==> src/rtl/guitar_pkg.sv <==
// Shared definitions for the strum-driven note scheduler: note codes,
// scheduler states and the note-switch encoder.
package guitar_pkg;

    localparam logic [2:0] NOTE_A       = 3'd0;
    localparam logic [2:0] NOTE_B       = 3'd1;
    localparam logic [2:0] NOTE_C       = 3'd2;
    localparam logic [2:0] NOTE_D       = 3'd3;
    localparam logic [2:0] NOTE_E       = 3'd4;
    localparam logic [2:0] NOTE_F       = 3'd5;
    localparam logic [2:0] NOTE_G       = 3'd6;
    localparam logic [2:0] NOTE_DEFAULT = NOTE_G;

    typedef enum logic [1:0] {
        ST_IDLE = 2'd0,
        ST_PLAY = 2'd1,
        ST_GAP  = 2'd2
    } state_t;

    // One-hot switch vector (bit 6 = A .. bit 0 = G) to note code.
    // Anything that is not exactly one-hot falls back to G.
    function automatic logic [2:0] encode_note(input logic [6:0] sel);
        logic [2:0] code;
        case (sel)
            7'b1000000: code = NOTE_A;
            7'b0100000: code = NOTE_B;
            7'b0010000: code = NOTE_C;
            7'b0001000: code = NOTE_D;
            7'b0000100: code = NOTE_E;
            7'b0000010: code = NOTE_F;
            7'b0000001: code = NOTE_G;
            default:    code = NOTE_DEFAULT;
        endcase
        return code;
    endfunction

endpackage

==> src/rtl/note_fifo.sv <==
// Small synchronous FIFO holding queued note codes. A push is accepted
// when there is room or when a pop happens on the same edge; clear wins
// over both and empties the queue.
module note_fifo #(
    parameter int DEPTH = 4,
    parameter int WIDTH = 3
) (
    input  logic                       clk,
    input  logic                       rst_n,
    input  logic                       clear,
    input  logic                       push,
    input  logic                       pop,
    input  logic [WIDTH-1:0]           din,
    output logic [WIDTH-1:0]           dout,
    output logic                       full,
    output logic                       empty,
    output logic [$clog2(DEPTH):0]     count
);

    localparam int PTR_W = $clog2(DEPTH);
    localparam int CNT_W = PTR_W + 1;

    logic [WIDTH-1:0] mem_q [DEPTH];
    logic [WIDTH-1:0] mem_d [DEPTH];
    logic [PTR_W-1:0] wr_ptr_q, wr_ptr_d;
    logic [PTR_W-1:0] rd_ptr_q, rd_ptr_d;
    logic [CNT_W-1:0] count_q, count_d;
    logic             push_ok;
    logic             pop_ok;

    assign full  = (count_q == CNT_W'(DEPTH));
    assign empty = (count_q == '0);
    assign count = count_q;
    assign dout  = mem_q[rd_ptr_q];

    // Next pointers, occupancy and storage; pointers wrap since DEPTH is a power of two.
    always_comb begin
        pop_ok   = pop && !empty && !clear;
        push_ok  = push && !clear && (!full || pop_ok);
        mem_d    = mem_q;
        wr_ptr_d = wr_ptr_q;
        rd_ptr_d = rd_ptr_q;
        count_d  = count_q;
        if (clear) begin
            wr_ptr_d = '0;
            rd_ptr_d = '0;
            count_d  = '0;
        end else begin
            if (push_ok) begin
                mem_d[wr_ptr_q] = din;
                wr_ptr_d        = wr_ptr_q + PTR_W'(1);
            end
            if (pop_ok) begin
                rd_ptr_d = rd_ptr_q + PTR_W'(1);
            end
            case ({push_ok, pop_ok})
                2'b10:   count_d = count_q + CNT_W'(1);
                2'b01:   count_d = count_q - CNT_W'(1);
                default: count_d = count_q;
            endcase
        end
    end

    // Control state with asynchronous reset.
    always_ff @(posedge clk or negedge rst_n) begin
        if (!rst_n) begin
            wr_ptr_q <= '0;
            rd_ptr_q <= '0;
            count_q  <= '0;
        end else begin
            wr_ptr_q <= wr_ptr_d;
            rd_ptr_q <= rd_ptr_d;
            count_q  <= count_d;
        end
    end

    // Entry storage; contents are only meaningful while counted, so no reset.
    always_ff @(posedge clk) begin
        mem_q <= mem_d;
    end

endmodule

==> src/rtl/note_scheduler.sv <==
// Strum-driven note scheduler: queues encoded notes and plays each one
// for SUSTAIN_CYCLES clocks, separated by GAP_CYCLES silent clocks.
module note_scheduler
    import guitar_pkg::*;
#(
    parameter int SUSTAIN_CYCLES = 6_250_000,
    parameter int GAP_CYCLES     = 250_000,
    parameter int DEPTH          = 4
) (
    input  logic                   clk,
    input  logic                   rst_n,
    input  logic                   strum_edge,
    input  logic [6:0]             note_sel,
    input  logic                   flush,
    output logic [2:0]             note_code,
    output logic                   tone_en,
    output logic                   busy,
    output logic [$clog2(DEPTH):0] queue_count,
    output logic                   dropped
);

    localparam int MAX_CYC   = (SUSTAIN_CYCLES > GAP_CYCLES) ? SUSTAIN_CYCLES : GAP_CYCLES;
    localparam int TIMER_W   = ($clog2(MAX_CYC) < 1) ? 1 : $clog2(MAX_CYC);
    localparam logic [TIMER_W-1:0] SUSTAIN_LOAD = TIMER_W'(SUSTAIN_CYCLES - 1);
    localparam logic [TIMER_W-1:0] GAP_LOAD     = TIMER_W'(GAP_CYCLES - 1);

    state_t               state_q, state_d;
    logic [TIMER_W-1:0]   timer_q, timer_d;
    logic [2:0]           note_code_q, note_code_d;
    logic                 dropped_q, dropped_d;
    logic                 pop;
    logic                 push;
    logic [2:0]           head_code;
    logic                 fifo_full;
    logic                 fifo_empty;

    // A flush discards any strum arriving with it.
    assign push = strum_edge && !flush;

    note_fifo #(
        .DEPTH (DEPTH),
        .WIDTH (3)
    ) u_fifo (
        .clk   (clk),
        .rst_n (rst_n),
        .clear (flush),
        .push  (push),
        .pop   (pop),
        .din   (encode_note(note_sel)),
        .dout  (head_code),
        .full  (fifo_full),
        .empty (fifo_empty),
        .count (queue_count)
    );

    assign note_code = note_code_q;
    assign tone_en   = (state_q == ST_PLAY);
    assign busy      = (state_q != ST_IDLE);
    assign dropped   = dropped_q;

    // Next state, timer, pop decision and drop detection.
    always_comb begin
        state_d     = state_q;
        timer_d     = timer_q;
        note_code_d = note_code_q;
        pop         = 1'b0;
        if (flush) begin
            state_d = ST_IDLE;
            timer_d = '0;
        end else begin
            case (state_q)
                ST_IDLE: begin
                    if (!fifo_empty) begin
                        pop         = 1'b1;
                        note_code_d = head_code;
                        timer_d     = SUSTAIN_LOAD;
                        state_d     = ST_PLAY;
                    end
                end
                ST_PLAY: begin
                    if (timer_q == '0) begin
                        timer_d = GAP_LOAD;
                        state_d = ST_GAP;
                    end else begin
                        timer_d = timer_q - TIMER_W'(1);
                    end
                end
                ST_GAP: begin
                    if (timer_q == '0) begin
                        if (!fifo_empty) begin
                            pop         = 1'b1;
                            note_code_d = head_code;
                            timer_d     = SUSTAIN_LOAD;
                            state_d     = ST_PLAY;
                        end else begin
                            state_d = ST_IDLE;
                        end
                    end else begin
                        timer_d = timer_q - TIMER_W'(1);
                    end
                end
                default: begin
                    state_d = ST_IDLE;
                    timer_d = '0;
                end
            endcase
        end
        // A pop on the same edge makes room, so only a full queue without pop drops.
        dropped_d = push && fifo_full && !pop;
    end

    // State register with asynchronous active-low reset.
    always_ff @(posedge clk or negedge rst_n) begin
        if (!rst_n) begin
            state_q     <= ST_IDLE;
            timer_q     <= '0;
            note_code_q <= NOTE_A;
            dropped_q   <= 1'b0;
        end else begin
            state_q     <= state_d;
            timer_q     <= timer_d;
            note_code_q <= note_code_d;
            dropped_q   <= dropped_d;
        end
    end

endmodule
==> config.mk <==
export PLATFORM = sky130hd
export DESIGN_NAME = note_scheduler
export DESIGN_NICKNAME = d
export VERILOG_FILES = /design/src/rtl/guitar_pkg.sv /design/src/rtl/note_fifo.sv /design/src/rtl/note_scheduler.sv
export SDC_FILE = /design/constraint.sdc
export NUM_CORES = 1
export LEC_CHECK = 0
export ABC_AREA = 1
export CORE_ASPECT_RATIO = 1.25
export CORE_MARGIN = 4
export CORE_UTILIZATION = 54
export DETAILED_ROUTE_END_ITERATION = 6
export PLACE_DENSITY = 0.76
export REMOVE_ABC_BUFFERS = 1
export SETUP_SLACK_MARGIN = 0.02
export SLEW_MARGIN = 5
export SYNTH_ARGS = -nofsm -noshare
export SYNTH_HDL_FRONTEND = slang
export SYNTH_SLANG_ARGS = --single-unit
==> constraint.sdc <==
create_clock -name clk -period 2.1 [get_ports clk]
set_clock_uncertainty 0.1 [all_clocks]
set_input_delay 0.315 -clock clk [delete_from_list [all_inputs] [get_ports clk]]
set_output_delay 0.315 -clock clk [all_outputs]
set_load 0.01 [all_outputs]
==> metrics.txt <==
status=finished, final reports clean; most frequent cells in the layout=nand2_1, nor2_1, inv_1; initial core utilization=a little under three fifths; Critical-path top delay cell=dfrtp_1; FP Rows=30; multi-input logic area=between 0.0015 and 0.002 mm^2; Critical Path RT=2.19 ns; post-synthesis sequential area ratio=between 40% and 50%; Area Growth Syn to Fin=25.2%; worst path bufs/invs=3; syn avg cell area=roughly 7.7 um^2; Synth area leader=dfrtp_1; Register Area=around 0.0013 mm^2; Setup crit start kind=register; Slew HR=between 60% and 70%; share of post-route cells with drive strength above 1=between 20 and 25%; Max Root-Sink Buffers=2; final hold viol count=0; Final #Nets=between 400 and 500; DRT iter0 DRCs=~200; antenna viol nets, final=0; Root Buffer=clkbuf_8; first-pass GRT wire length=12.4 mm; most used cell, CP=nand2_1; Final Wtd Congestion=0.908; crit-path cells=buf_4 -> inv_1 -> nand3_1 -> nor2_2 -> nand2_1 -> inv_1 -> nand2_1 -> nand2_1 -> nand2_1 -> o21ai_0 -> a21oi_1; die width=between 70 and 80 um; final wirelength=7.59 mm; Residual DRC=0; post-synth top area share=around 29%; IO Port Bufs=19; unrepaired setup endpoints after global routing=yes; maximum vdd drop=approximately 0.88 mV; CORE AREA=0.00548 mm^2; largest net degree at the start of global routing=37; Static Leak=about 1.9 nW; final setup vio count=0; hold crit path type=in -> async; cells after synthesis=403; max frequency=roughly 0.5 GHz; number of synthesized flops with an enable pin=12; vias in the first global route=2819; critical path's top delay family=simple AND/OR/NAND/NOR gates; setup TNS=0 ns; Core Util, Final=between 70% and 80%; Final Cycle Share=94.4%; flops & latches, synth=between 40 and 50; Vias=2900; Worst Setup Path Type=reg -> reg; total power=around 5.3 mW; pins over their slew limit=0; fill count=around 440; mapped cell area=0.00308 mm^2; Clock transition at path regs=around 0.090 ns; sink count of the clock tree=between 40 and 50; I/O pin cnt=20; TritonCTS buffer count=5; most common cell after layout, fill and taps aside=nand2_1; antenna violations before repair=0; wire per inst=roughly 14 um; Setup crit end kind=register; Yosys warnings=0; GRT Overall Usage=between 20% and 30%; Worst EP arrival=between 2 and 2.5 ns; gr ovfl total=0; power density cells=~1400 mW/mm^2; CP max stage delay=0.42 ns; Max-Cap Viols=0; worst-margin pin slew=roughly 0.46 ns; CTS tree=yes; Vias/cell=between 5 and 6; synth unique cells=34; synth top area cells=dfrtp_1, edfxtp_1, nand2_1; clk_lat worst skew=approximately 0.31 ns; Critical Path Fanout Max=5; DR pass1 iterations=4; Die H=a little over 90 um; Top FF cell, synth=dfrtp_1; fraction of registers with async set/reset=between 70% and 80%; die area=0.00699 mm^2; hpwl dp=between 5 and 6 mm; H-tree depth=2; Period minus WS final=1.98 ns; Ant. Diodes=0
-- sequential cells by signal (all words and copies together), names as in the netlist --
signal,flops
timer_q,23
state_q,2
note_code,3
u_fifo.count,3
u_fifo.wr_ptr_q,2
dropped,1
u_fifo.mem_q,12
u_fifo.rd_ptr_q,2
-- through the flow --
stage / cells / setup WS (ns) / hold slack, ns / instance area, um^2
final: 534 / 0.119 / 0.389 / 3860
after CTS: 521 / 0.0235 / 0.402 / 3700
after global routing: 534 / -0.00834 / 0.401 / 3860
after detailed placement: 512 / -0.0660 / 0.196 / 3570
after floorplan: 397 / -0.135 / -0.0806 / 3050
after global placement: 512 / -0.00874 / 0.192 / 3570
-- worst reg2reg max path: cells and delay by family (launching register included) --
kind	cells	cell delay, ns
AO/OA/AOI/OAI	2	0.25
buffers and inverters	3	0.36
AND/OR/NAND/NOR	6	0.73
flip-flops	1	0.42
-- final timing paths --
check                                              start                  endpoint  slack, ns  depth (start not counted)
worst max-delay path                timer_q[2]$_DFF_PN0_     timer_q[17]$_DFF_PN0_       0.12                         11
worst min-delay path                               rst_n     timer_q[13]$_DFF_PN0_       0.39                          3
worst max register to register      timer_q[2]$_DFF_PN0_     timer_q[17]$_DFF_PN0_       0.12                         11
worst min register to register  note_code[0]$_DFFE_PN0P_  note_code[0]$_DFFE_PN0P_       0.43                          1
max in group asynchronous                          rst_n      timer_q[4]$_DFF_PN0_       1.31                          3
min in group clk                note_code[0]$_DFFE_PN0P_  note_code[0]$_DFFE_PN0P_       0.43                          1
-- cell usage after synthesis, types with 5 or more instances --
cell type	n
nand4_1	6
nand2_1	71
clkbuf_1	5
dfrtp_1	36
nor3_1	6
a21oi_1	22
nor2_2	9
o21ai_0	32
ha_1	6
inv_2	5
edfxtp_1	12
nor2_1	56
xor2_1	8
inv_1	50
nand3_1	41
nand3_2	5
-- cell type report --
type	instances	share of cell area (%)
flip-flops and latches	48	32.8
clock inverters	3	1.20
repair buffers	65	14.1
clock buffers	5	1.78
inverters	56	5.45
multi-input cells	293	42.5
well taps	64	2.07
-- power breakdown --
group,total (mW),leakage (nW),internal (mW),switching (mW)
Sequential,1.45,0.565,1.20,0.250
Combinational,3.17,1.24,1.32,1.84
Clock,0.690,0.0548,0.359,0.331
-- metal layers --
metal / wire length (um) / global-route usage, %
met1: 3000 / 26.2
met2: 4000 / 40.0
met3: 330 / 3.47
met4: 259 / 10.6
met5: 0 / 0
-- cells by family (layout without fill, tap and decap cells) --
family / count (synthesis) / count (layout) / synth area share [%]
AND/OR/NAND/NOR: 208 / 208 / 32.7
AO/OA/AOI/OAI: 65 / 65 / 11.2
buffers and inverters: 62 / 129 / 7.79
flip-flops: 48 / 48 / 40.9
XOR/XNOR: 10 / 10 / 2.84
adder cells (fa/ha/maj): 7 / 7 / 3.08
multiplexers: 3 / 3 / 1.46
-- timing repair --
item                                   4_1_cts  5_1_grt
endpoints found under the hold margin       36        0
hold buffers                                 1        0
setup endpoints to repair                    2       16
setup buffers                                0       13
resized for setup                            4       19
pin swaps                                    2       16
cloned                                       0        0
No activity file was read; power rests on OpenSTA's default activity.
